## src/rtl/univ_shift_reg_if.sv

```systemverilog
// Signal bundle for the universal shift register: control/data in, register state out.
// The master modport drives controls and data; the slave modport is the register itself.
interface univ_shift_reg_if #(
    parameter int unsigned WIDTH = 8
);
    localparam int unsigned CW = $clog2(WIDTH + 1);

    logic             en;
    logic             sclr;
    logic [2:0]       mode;
    logic [WIDTH-1:0] d;
    logic             sin_l;
    logic             sin_r;
    logic [WIDTH-1:0] q;
    logic             sout_l;
    logic             sout_r;
    logic             zero;
    logic [CW-1:0]    cnt;

    modport master (
        output en, sclr, mode, d, sin_l, sin_r,
        input  q, sout_l, sout_r, zero, cnt
    );

    modport slave (
        input  en, sclr, mode, d, sin_l, sin_r,
        output q, sout_l, sout_r, zero, cnt
    );
endinterface

```

## src/rtl/univ_shift_reg.sv

```systemverilog
// WIDTH-bit universal register: load, logical/arithmetic shift, rotate, invert,
// synchronous clear, plus a saturating count of shift/rotate operations since the last load/clear.
module univ_shift_reg #(
    parameter int unsigned      WIDTH     = 8,
    parameter logic [WIDTH-1:0] RESET_VAL = '0
) (
    input logic             clk,
    input logic             clr,
    univ_shift_reg_if.slave bus
);
    localparam int unsigned CW = $clog2(WIDTH + 1);

    localparam logic [2:0] MODE_HOLD = 3'b000;
    localparam logic [2:0] MODE_LOAD = 3'b001;
    localparam logic [2:0] MODE_SHL  = 3'b010;
    localparam logic [2:0] MODE_SHR  = 3'b011;
    localparam logic [2:0] MODE_ROL  = 3'b100;
    localparam logic [2:0] MODE_ROR  = 3'b101;
    localparam logic [2:0] MODE_ASR  = 3'b110;
    localparam logic [2:0] MODE_INV  = 3'b111;

    logic [WIDTH-1:0] q_r;
    logic [WIDTH-1:0] q_nxt;
    logic [CW-1:0]    cnt_r;
    logic [CW-1:0]    cnt_nxt;
    logic             shift_op;

    // Next-state selection; mode is only decoded when enabled so an unknown mode cannot leak into state
    always_comb begin
        q_nxt    = q_r;
        cnt_nxt  = cnt_r;
        shift_op = 1'b0;
        if (bus.sclr) begin
            q_nxt   = RESET_VAL;
            cnt_nxt = '0;
        end else if (bus.en) begin
            case (bus.mode)
                MODE_HOLD: q_nxt = q_r;
                MODE_LOAD: begin
                    q_nxt   = bus.d;
                    cnt_nxt = '0;
                end
                MODE_SHL: begin
                    q_nxt    = {q_r[WIDTH-2:0], bus.sin_r};
                    shift_op = 1'b1;
                end
                MODE_SHR: begin
                    q_nxt    = {bus.sin_l, q_r[WIDTH-1:1]};
                    shift_op = 1'b1;
                end
                MODE_ROL: begin
                    q_nxt    = {q_r[WIDTH-2:0], q_r[WIDTH-1]};
                    shift_op = 1'b1;
                end
                MODE_ROR: begin
                    q_nxt    = {q_r[0], q_r[WIDTH-1:1]};
                    shift_op = 1'b1;
                end
                MODE_ASR: begin
                    q_nxt    = {q_r[WIDTH-1], q_r[WIDTH-1:1]};
                    shift_op = 1'b1;
                end
                MODE_INV: q_nxt = ~q_r;
                default:  q_nxt = q_r;
            endcase
            // Counter saturates at WIDTH rather than wrapping
            if (shift_op && (cnt_r < CW'(WIDTH))) begin
                cnt_nxt = cnt_r + CW'(1);
            end
        end
    end

    always_ff @(posedge clk or negedge clr) begin
        if (!clr) begin
            q_r   <= RESET_VAL;
            cnt_r <= '0;
        end else begin
            q_r   <= q_nxt;
            cnt_r <= cnt_nxt;
        end
    end

    assign bus.q      = q_r;
    assign bus.cnt    = cnt_r;
    assign bus.sout_l = q_r[WIDTH-1];
    assign bus.sout_r = q_r[0];
    assign bus.zero   = (q_r == '0);
endmodule

```

## src/flat_wrapper.sv

```systemverilog
// flat-port wrapper written by rule: the top's interface ports become plain ports
module univ_shift_reg_flat 
#(
    parameter int unsigned      WIDTH     = 8,
    parameter logic [WIDTH-1:0] RESET_VAL = '0
)
  (clk, clr, bus_en, bus_sclr, bus_mode, bus_d, bus_sin_l, bus_sin_r, bus_q, bus_sout_l, bus_sout_r, bus_zero, bus_cnt);
  univ_shift_reg_if #(.WIDTH(WIDTH)) bus_i ();
  input logic clk;
  input logic clr;
  input wire logic [$bits(bus_i.en)-1:0] bus_en;
  input wire logic [$bits(bus_i.sclr)-1:0] bus_sclr;
  input wire logic [$bits(bus_i.mode)-1:0] bus_mode;
  input wire logic [$bits(bus_i.d)-1:0] bus_d;
  input wire logic [$bits(bus_i.sin_l)-1:0] bus_sin_l;
  input wire logic [$bits(bus_i.sin_r)-1:0] bus_sin_r;
  output wire logic [$bits(bus_i.q)-1:0] bus_q;
  output wire logic [$bits(bus_i.sout_l)-1:0] bus_sout_l;
  output wire logic [$bits(bus_i.sout_r)-1:0] bus_sout_r;
  output wire logic [$bits(bus_i.zero)-1:0] bus_zero;
  output wire logic [$bits(bus_i.cnt)-1:0] bus_cnt;
  assign bus_i.en = bus_en;
  assign bus_i.sclr = bus_sclr;
  assign bus_i.mode = bus_mode;
  assign bus_i.d = bus_d;
  assign bus_i.sin_l = bus_sin_l;
  assign bus_i.sin_r = bus_sin_r;
  assign bus_q = bus_i.q;
  assign bus_sout_l = bus_i.sout_l;
  assign bus_sout_r = bus_i.sout_r;
  assign bus_zero = bus_i.zero;
  assign bus_cnt = bus_i.cnt;
  univ_shift_reg #(.WIDTH(WIDTH), .RESET_VAL(RESET_VAL)) u_core (.clk(clk), .clr(clr), .bus(bus_i));
endmodule
```

## config.mk

```make
export PLATFORM = sky130hd
export DESIGN_NAME = univ_shift_reg_flat
export DESIGN_NICKNAME = d
export VERILOG_FILES = /design/src/rtl/univ_shift_reg_if.sv /design/src/rtl/univ_shift_reg.sv /design/src/flat_wrapper.sv
export SDC_FILE = /design/constraint.sdc
export NUM_CORES = 1
export LEC_CHECK = 0
export CAP_MARGIN = 15
export CORE_ASPECT_RATIO = 1.25
export CORE_MARGIN = 2
export CORE_UTILIZATION = 30
export DETAILED_ROUTE_END_ITERATION = 10
export GPL_ROUTABILITY_DRIVEN = 0
export GPL_TIMING_DRIVEN = 0
export RECOVER_POWER = 50
export REMOVE_ABC_BUFFERS = 1
export SLEW_MARGIN = 0
export SYNTH_ARGS = -nofsm -noshare
export SYNTH_HDL_FRONTEND = slang
export SYNTH_SLANG_ARGS = --single-unit
```

## constraint.sdc

```tcl
create_clock -name clk -period 1.4 [get_ports clk]
set_input_delay 0.21 -clock clk [delete_from_list [all_inputs] [get_ports clk]]
set_output_delay 0.21 -clock clk [all_outputs]
set_load 0.01 [all_outputs]
```

Yosys cells after proc, flatten, opt, wreduce, memory -nomap -nowiden

Cells that the tools add are included.

Register bits after elaboration: 12
Bits of input ports: 17
Output and inout bits: 15
Word-level logic and storage cells: 34

$add $sub $neg: 1
Magnitude comparators: 1
Equal/unequal tests: 9
Mux-type cells: 10
Bitwise logic cells: 1
Reduce and logical (&&, ||, !) cells: 9

Operator list:

| kind                                                 | count |
|---|---|
| case mux 8 bit (7 select lines)                      | 1 |
| two-way mux 4 bit                                    | 4 |
| two-way mux 8 bit                                    | 2 |
| equality test 3 bit (second input constant)          | 4 |
| logical NOT 8 bit                                    | 1 |
| inverter 8 bit                                       | 1 |
| equality test 3 x 2 -> 1 bit (second input constant) | 2 |
| OR reduction 5 bit                                   | 1 |
| adder 4 x 1 -> 4 bit (second input constant)         | 1 |
| < comparator 4 bit (second input constant)           | 1 |
| != test 2 bit (second input constant)                | 2 |
| AND reduction 2 bit                                  | 2 |
| equality test 3 x 1 -> 1 bit (second input constant) | 1 |
| logical NOT 3 bit                                    | 1 |
| two-way mux 1 bit                                    | 3 |
| AND reduction 3 bit                                  | 1 |
| nonzero test 3 bit                                   | 1 |
| nonzero test 2 bit                                   | 1 |
| logical AND 1 bit                                    | 1 |

Depth between registers and ports, before layout

Gate-level depths: netlist of the first run.

Depth in word-level cells: 9
Gate-level depth with buffers: 6
Mapped depth without buffers: 4

Worst setup path after synthesis of the first run

Ideal clock, no wire load.

Path kind: reg2out
From: reg u_core.q_r[3], in the netlist u_core.bus.q[3]
To: out bus_zero
Arrival time: 1,138 ps
Data required time: 1,190 ps
Slack: 52 ps
Cell stages (with the launch flop): 3
Buffers on the path: 0
Path through: dfrtp_1 -> or4_1 -> nor2_1

Word-level cells in the longest chain between the ends: 1

Ends and longest elaborated chain:

| what                   | RTL line             | text |
|---|---|---|
| start, declared        | univ_shift_reg.sv:22 | `logic [WIDTH-1:0] q_r;` |
| start signal, assigned | univ_shift_reg.sv:78 | `q_r <= q_nxt;` |
| logical NOT 8 bit      | univ_shift_reg.sv:87 | `assign bus.zero = (q_r == '0);` |
| end, declared          | flat_wrapper.sv:20   | `output wire logic [$bits(bus_i.zero)-1:0] bus_zero;` |

Every way passes these cells.

Final worst setup path of the first run

From: reg u_core.q_r[1], in the netlist u_core.bus.q[1]
To: out bus_zero

Same word-level chain as after synthesis.

==> metrics, run 1 <==
WP data required=1.19 ns; number of synthesized flops with an enable pin=0; syn avg cell area=roughly 8.4 sq um; die height=approximately 66 um; Routed Antenna Nets=0; I/O pin count=32; Hold/Removal Path Class=in -> async; period utilization=1.18; yosys warns=0; cells after synthesis=approximately 110; Crit Reg-Reg Endpoint=u_core.bus.q[0]; Post-synth top cells=12 x dfrtp_1, 11 x nand2_1, 9 x nor2_1; Clock transition at path regs=~0.08 ns; CP Data Arrival Time=between 1 and 1.5 ns; Root Buffer=clkbuf_4; htree depth=1; initial core utilization=0.312; synthesis-to-layout area growth=47.6%; first-pass GRT wire length=approximately 4.6 mm; Tmin final=around 1.7 ns; total CTS buffers=3; sequential cell area fraction in the yosys report=0.330; synth unique cells=38; top post-synthesis cells by area=dfrtp_1 33%, a32o_1 6.6%, nand2b_1 5.5%; FF-to-FF path depth=4; drt drc=0; Post-Syn Area=910 sq um; power density cells=around 770 mW/mm^2; n_diodes=0; Max Cap Violations=0; CTS tree=done; placed cell areas=about 0.0012 sq mm; VDD IR max=0.738 mV; top_reg_cell synth=dfrtp_1; area leader, netlist=dfrtp_1; grt total ovfl=0; DR vias/cell=between 5 and 6; Slew Limit Fails=0; FILL cells=slightly above 300; die area=0.00349 sq mm; Final Core Density=0.460; Die Wd=between 50 and 60 um; flop-to-flop setup slack=0.07 ns; Non-Filler Cell Area, Final=about 0.0013 sq mm; status=finished with violations; most frequent cell after synthesis=dfrtp_1; PortBufs=31; clock buffer depth=2; Yosys reg bits=12; pin count of the biggest net entering global routing=30; fmax=between 600 and 700 MHz; post-route setup slack=-0.253 ns; worst-margin pin slew=0.608 ns; reg2reg start=u_core.bus.q[7]; initial antenna violation count=0; skew final=around 0.00032 ns; failing checks=setup timing; Final Hold Viols=0; clk sink count=12; top cell type's share of synthesized area=0.330; DRT Wirelength=about 2.8 mm; # rows=22; Setup crit start kind=flop; vias in the first global route=between 900 and 1000; pre-CTS setup slack=-0.927 ns; P_leak=about 0.63 nW; core box area=~0.003 sq mm; Final Setup Violations=1; CP max FO=2; worst skew pair latency=roughly 0.28 ns; post-DP HPWL=roughly 1.8 mm; GRT Total Usage=0.181; worst rel slew slack=0.594; Layout Nets=166; Pre-antenna DRT Iters=4; Worst Path Class, Setup=reg -> out; RSZ-0062 raised after global routing=yes; Routed WL per cell=approximately 15 um; via count=approximately 1000; crit path capture type=primary output; drt initial violations=20; ratio of cells with drive above 1 in the final layout=0.204; ys async rst share=1.00
[cells in the final DEF, fill, tap and decap left out, types with 6 or more instances in the layout]
cell type,count
clkdlybuf4s50_1,12
nand2b_1,8
dlygate4sd2_1,16
nand2_1,11
a32o_1,6
o21ai_0,6
dfrtp_1,10
buf_4,12
nor2_1,9
[state kept, by name, indices dropped and copies added (netlist names)]
register,cells
u_core.bus.q,8
u_core.bus.cnt,4
[cell type report]
class                           instances  area, sq um  share of cell area
Timing Repair Buffer                   43          370               0.276
Clock buffer                            4         36.3              0.0270
Tap cell                               36         45.0              0.0336
Sequential cell                        12          303               0.226
Inverter                                4         15.0              0.0112
Multi-Input combinational cell         84          573               0.427
[worst max-delay path by stage]
stage	from	end	slack, ns	cells after the start
3_3_place_gp	bus_mode[0]	u_core.bus.q[0]	-0.90	4
6_report	u_core.bus.q[1]	bus_zero	-0.25	3
4_1_cts	u_core.bus.q[1]	bus_zero	-0.25	3
2_1_floorplan	u_core.bus.q[7]	bus_zero	0.02	2
3_5_place_dp	bus_mode[0]	u_core.bus.q[0]	-0.93	4
5_1_grt	u_core.bus.q[1]	bus_zero	-0.30	3
[cells by family after synthesis]
group / share of synthesized area
DFF: 0.330
buffers and inverters: 0.0756
and+or+nand+nor: 0.248
xor gates and xnor gates: 0.0179
AOI/OAI and AO/OA: 0.292
adders and majority gates: 0.0138
muxes: 0.0234
[metrics by stage]
stage | hold slack (ns) | setup TNS (ns) | power, W | cells
after floorplan | -0.0856 | 0 | 0.000547 | 100
after global placement | 0.531 | -10.53 | 0.000718 | 167
after detailed placement | 0.538 | -10.89 | 0.000721 | 167
after CTS | 0.329 | -0.249 | 0.00103 | 183
after global routing | 0.419 | -0.304 | 0.00110 | 183
final | 0.370 | -0.253 | 0.00103 | 183
[where the power goes]
group          switching [W]  internal, W  total (W)
combinational       0.000175     0.000180   0.000355
sequential         0.0000172     0.000370   0.000387
clock               0.000131     0.000158   0.000289
total               0.000323     0.000708    0.00103
[per-layer routing]
layer / wire, um / part of all wire / GRT usage / vias to the layer above
li1: - / - / - / 480
met1: 1170 / 0.42 / 0.224 / 471
met2: 1420 / 0.51 / 0.301 / 25
met3: 141 / 0.051 / 0.0523 / 4
met4: 30 / 0.011 / 0.0481 / 0
met5: 0 / 0 / 0 / -
[critical path, cell delays in order, from the launching register on]
cell and delay [ns]:
dfrtp_2 0.42, or4_4 0.53, nor2_1 0.09, buf_2 0.13
[timing repair]
| item | in CTS | in global routing |
|---|---|---|
| resized for setup | 32 | 2 |
| setup endpoints to repair | 27 | 2 |
| hold buffers | 0 | 0 |
| buffers inserted | 12 | 0 |
| pin swaps | 2 | 0 |
Power figures use the tool's default switching activity.
==> run 2, diff against run 1 <==
Settings changed: CORE_MARGIN 2 to 5, SETUP_SLACK_MARGIN from default to 0.02.
==> metrics, run 2 (same netlist as run 1, synthesis figures left out) <==
FF-to-FF path depth=4 (unchanged); skew final=0.00496 ns (+0.00463 ns); WP data required=1.19 ns (about the same); ratio of cells with drive above 1 in the final layout=0.196 (-0.00828); CP Data Arrival Time=1.44 ns (about the same); Worst Path Class, Setup=reg -> out; max reg flops=8 (unchanged); n_diodes=0 (unchanged); worst skew pair latency=0.27 ns (about the same); Layout Nets=162 (-2.4%); I/O pin count=32 (unchanged); Final Setup Violations=1 (unchanged); RSZ-0062 raised after global routing=yes; post-DP HPWL=1.89 mm (+5.2%); Clock transition at path regs=0.08 ns (about the same); Hold/Removal Path Class=in -> async; vias in the first global route=979 (+1.8%); CP max FO=2 (unchanged); initial core utilization=0.312 (unchanged); via count=992 (+1.2%); Sw Ratio=0.312 (-0.00120); total CTS buffers=3 (unchanged); Slowest-stage cell, CP=or4_4; grt total ovfl=0 (unchanged); first-pass GRT wire length=4.53 mm (-1.2%); htree depth=1 (unchanged); CP peak stage delay=0.53 ns (about the same); drt initial violations=24 (+20%); P_sw=0.000318 W (-1.6%); worst-margin pin slew=0.595 ns (-0.0127 ns); initial antenna violation count=0 (unchanged); failing checks=setup timing; FILL cells=334 (+9.2%); status=finished with violations; Setup crit start kind=flop; pre-CTS setup slack=-0.918 ns (+0.00874 ns); Routed WL per cell=15.5 um (+2.9%); M3 GR Usage=0.0505 (-0.00182); PortBufs=31 (unchanged); fmax=607 MHz (+0.24%); cell breakdown of the critical path=or4_4, nor2_1, buf_2; core box area=0.00292 sq mm (unchanged); Non-Filler Instances=179 (-2.2%); Cell Int Power=0.000700 W (-1.1%); GRT Total Usage=0.135 (-0.0460); commonest cells after routing, fill and taps aside=16 x dlygate4sd2_1, 12 x clkdlybuf4s50_1, 11 x nand2_1, 9 x nor2_1, 9 x dfrtp_1; # rows=22 (unchanged); power share of the combinational group=0.338 (-0.006); DR vias/cell=5.54 (+3.5%); Pre-antenna DRT Iters=4 (unchanged); Routed Antenna Nets=0 (unchanged); synthesis-to-layout area growth=45.8%; period utilization=1.18 (-0.00286); power density cells=768 mW/mm^2 (about the same); Tmin final=1.65 ns (-0.00401 ns); Flop pwr share=0.384 (+0.009); CTS tree=done; clk sink count=12 (unchanged); Clock power frac=0.278 (-0.002); placed cells=167 (unchanged); Die Wd=59.3 um (+11%); hold_buf cts=0 (unchanged); gr busiest metal=met2; die area=0.00424 sq mm (+21%); P_leak=0.614 nW (-2.0%); GRT met1 Usage=0.163 (-0.0610); DRT Wirelength=2.78 mm (+0.65%); Max Cap Violations=0 (unchanged); Final Hold Viols=0 (unchanged); worst rel slew slack=0.602 (+0.00848); post-route setup slack=-0.249 ns (+0.00401 ns); Slew Limit Fails=0 (unchanged); pin count of the biggest net entering global routing=30 (unchanged); drt drc=0 (unchanged); met2 Use GR=0.230 (-0.0713); crit path capture type=primary output; die height=71.6 um (+9.2%); Root Buffer=clkbuf_4; clock buffer depth=2 (unchanged); VDD IR max=0.662 mV (-10%); commonest non-fill, non-tap cell in the layout=dlygate4sd2_1
==> run 2: routing by layer <==
layer,routed length [um],share of wire
met1,1130,0.41
met2,1440,0.52
met3,194,0.070
met4,23,0.0083
met5,0,0
==> run 2: final timing paths <==
kind	to	slack (ns)	from
setup reg to reg	u_core.bus.q[0]	0.13	u_core.bus.q[7]
setup / recovery	bus_zero	-0.25	u_core.bus.q[1]
max in group asynchronous	u_core.bus.q[1]	0.61	clr
min in group clk	u_core.bus.q[7]	0.48	bus_mode[0]
hold reg to reg	u_core.bus.cnt[2]	0.55	u_core.bus.cnt[2]
hold / removal	u_core.bus.q[5]	0.37	clr
==> run 2: layout make-up <==
class,count,area (sq um),share of cell area
sequential,12,304,0.229
timing repair buffer,39,340,0.257
tap,36,45.0,0.0340
inverter,4,15.0,0.0113
clock buffer,4,36.3,0.0274
multi-input combinational,84,586,0.442
==> run 2: critical path: cells and delay by family (launching register included) <==
family	cells	cell delay, ns
DFF	1	0.42
and+or+nand+nor	2	0.62
buffers and inverters	1	0.13
==> run 2: timing repair <==
action                                 4_1_cts  5_1_grt
pin swaps                                    2        0
gates cloned                                 0        0
setup endpoints to repair                   27        4
resized for setup                           35        2
endpoints found under the hold margin        0        0
setup buffers                                8        0
==> run 2: metrics by stage <==
step | TNS, ns | total power, W | hold slack, ns | util | area [sq um]
finish | -0.249 | 0.00102 | 0.373 | 0.455 | 1330
global route | -0.274 | 0.00108 | 0.424 | 0.455 | 1330
floorplan | 0 | 0.000547 | -0.0856 | - | 856
global placement | -10.62 | 0.000719 | 0.530 | 0.415 | 1210
detailed placement | -10.68 | 0.000723 | 0.536 | 0.415 | 1210
CTS | -0.254 | 0.00102 | 0.323 | 0.451 | 1320
==> run 2: power groups by stage <==
stage               Clock [W]  Combinational, W  Sequential [W]
global placement            0          0.000310        0.000410
global route         0.000309          0.000373        0.000394
detailed placement          0          0.000313        0.000410
CTS                  0.000291          0.000342        0.000389
floorplan                   0          0.000132        0.000415
finish               0.000283          0.000344        0.000391
==> run 3, diff against run 2 <==
Settings changed: CAP_MARGIN 15 to default.
==> results of run 3 <==
No change in the layout: final DEF, timing and power equal those of run 2.
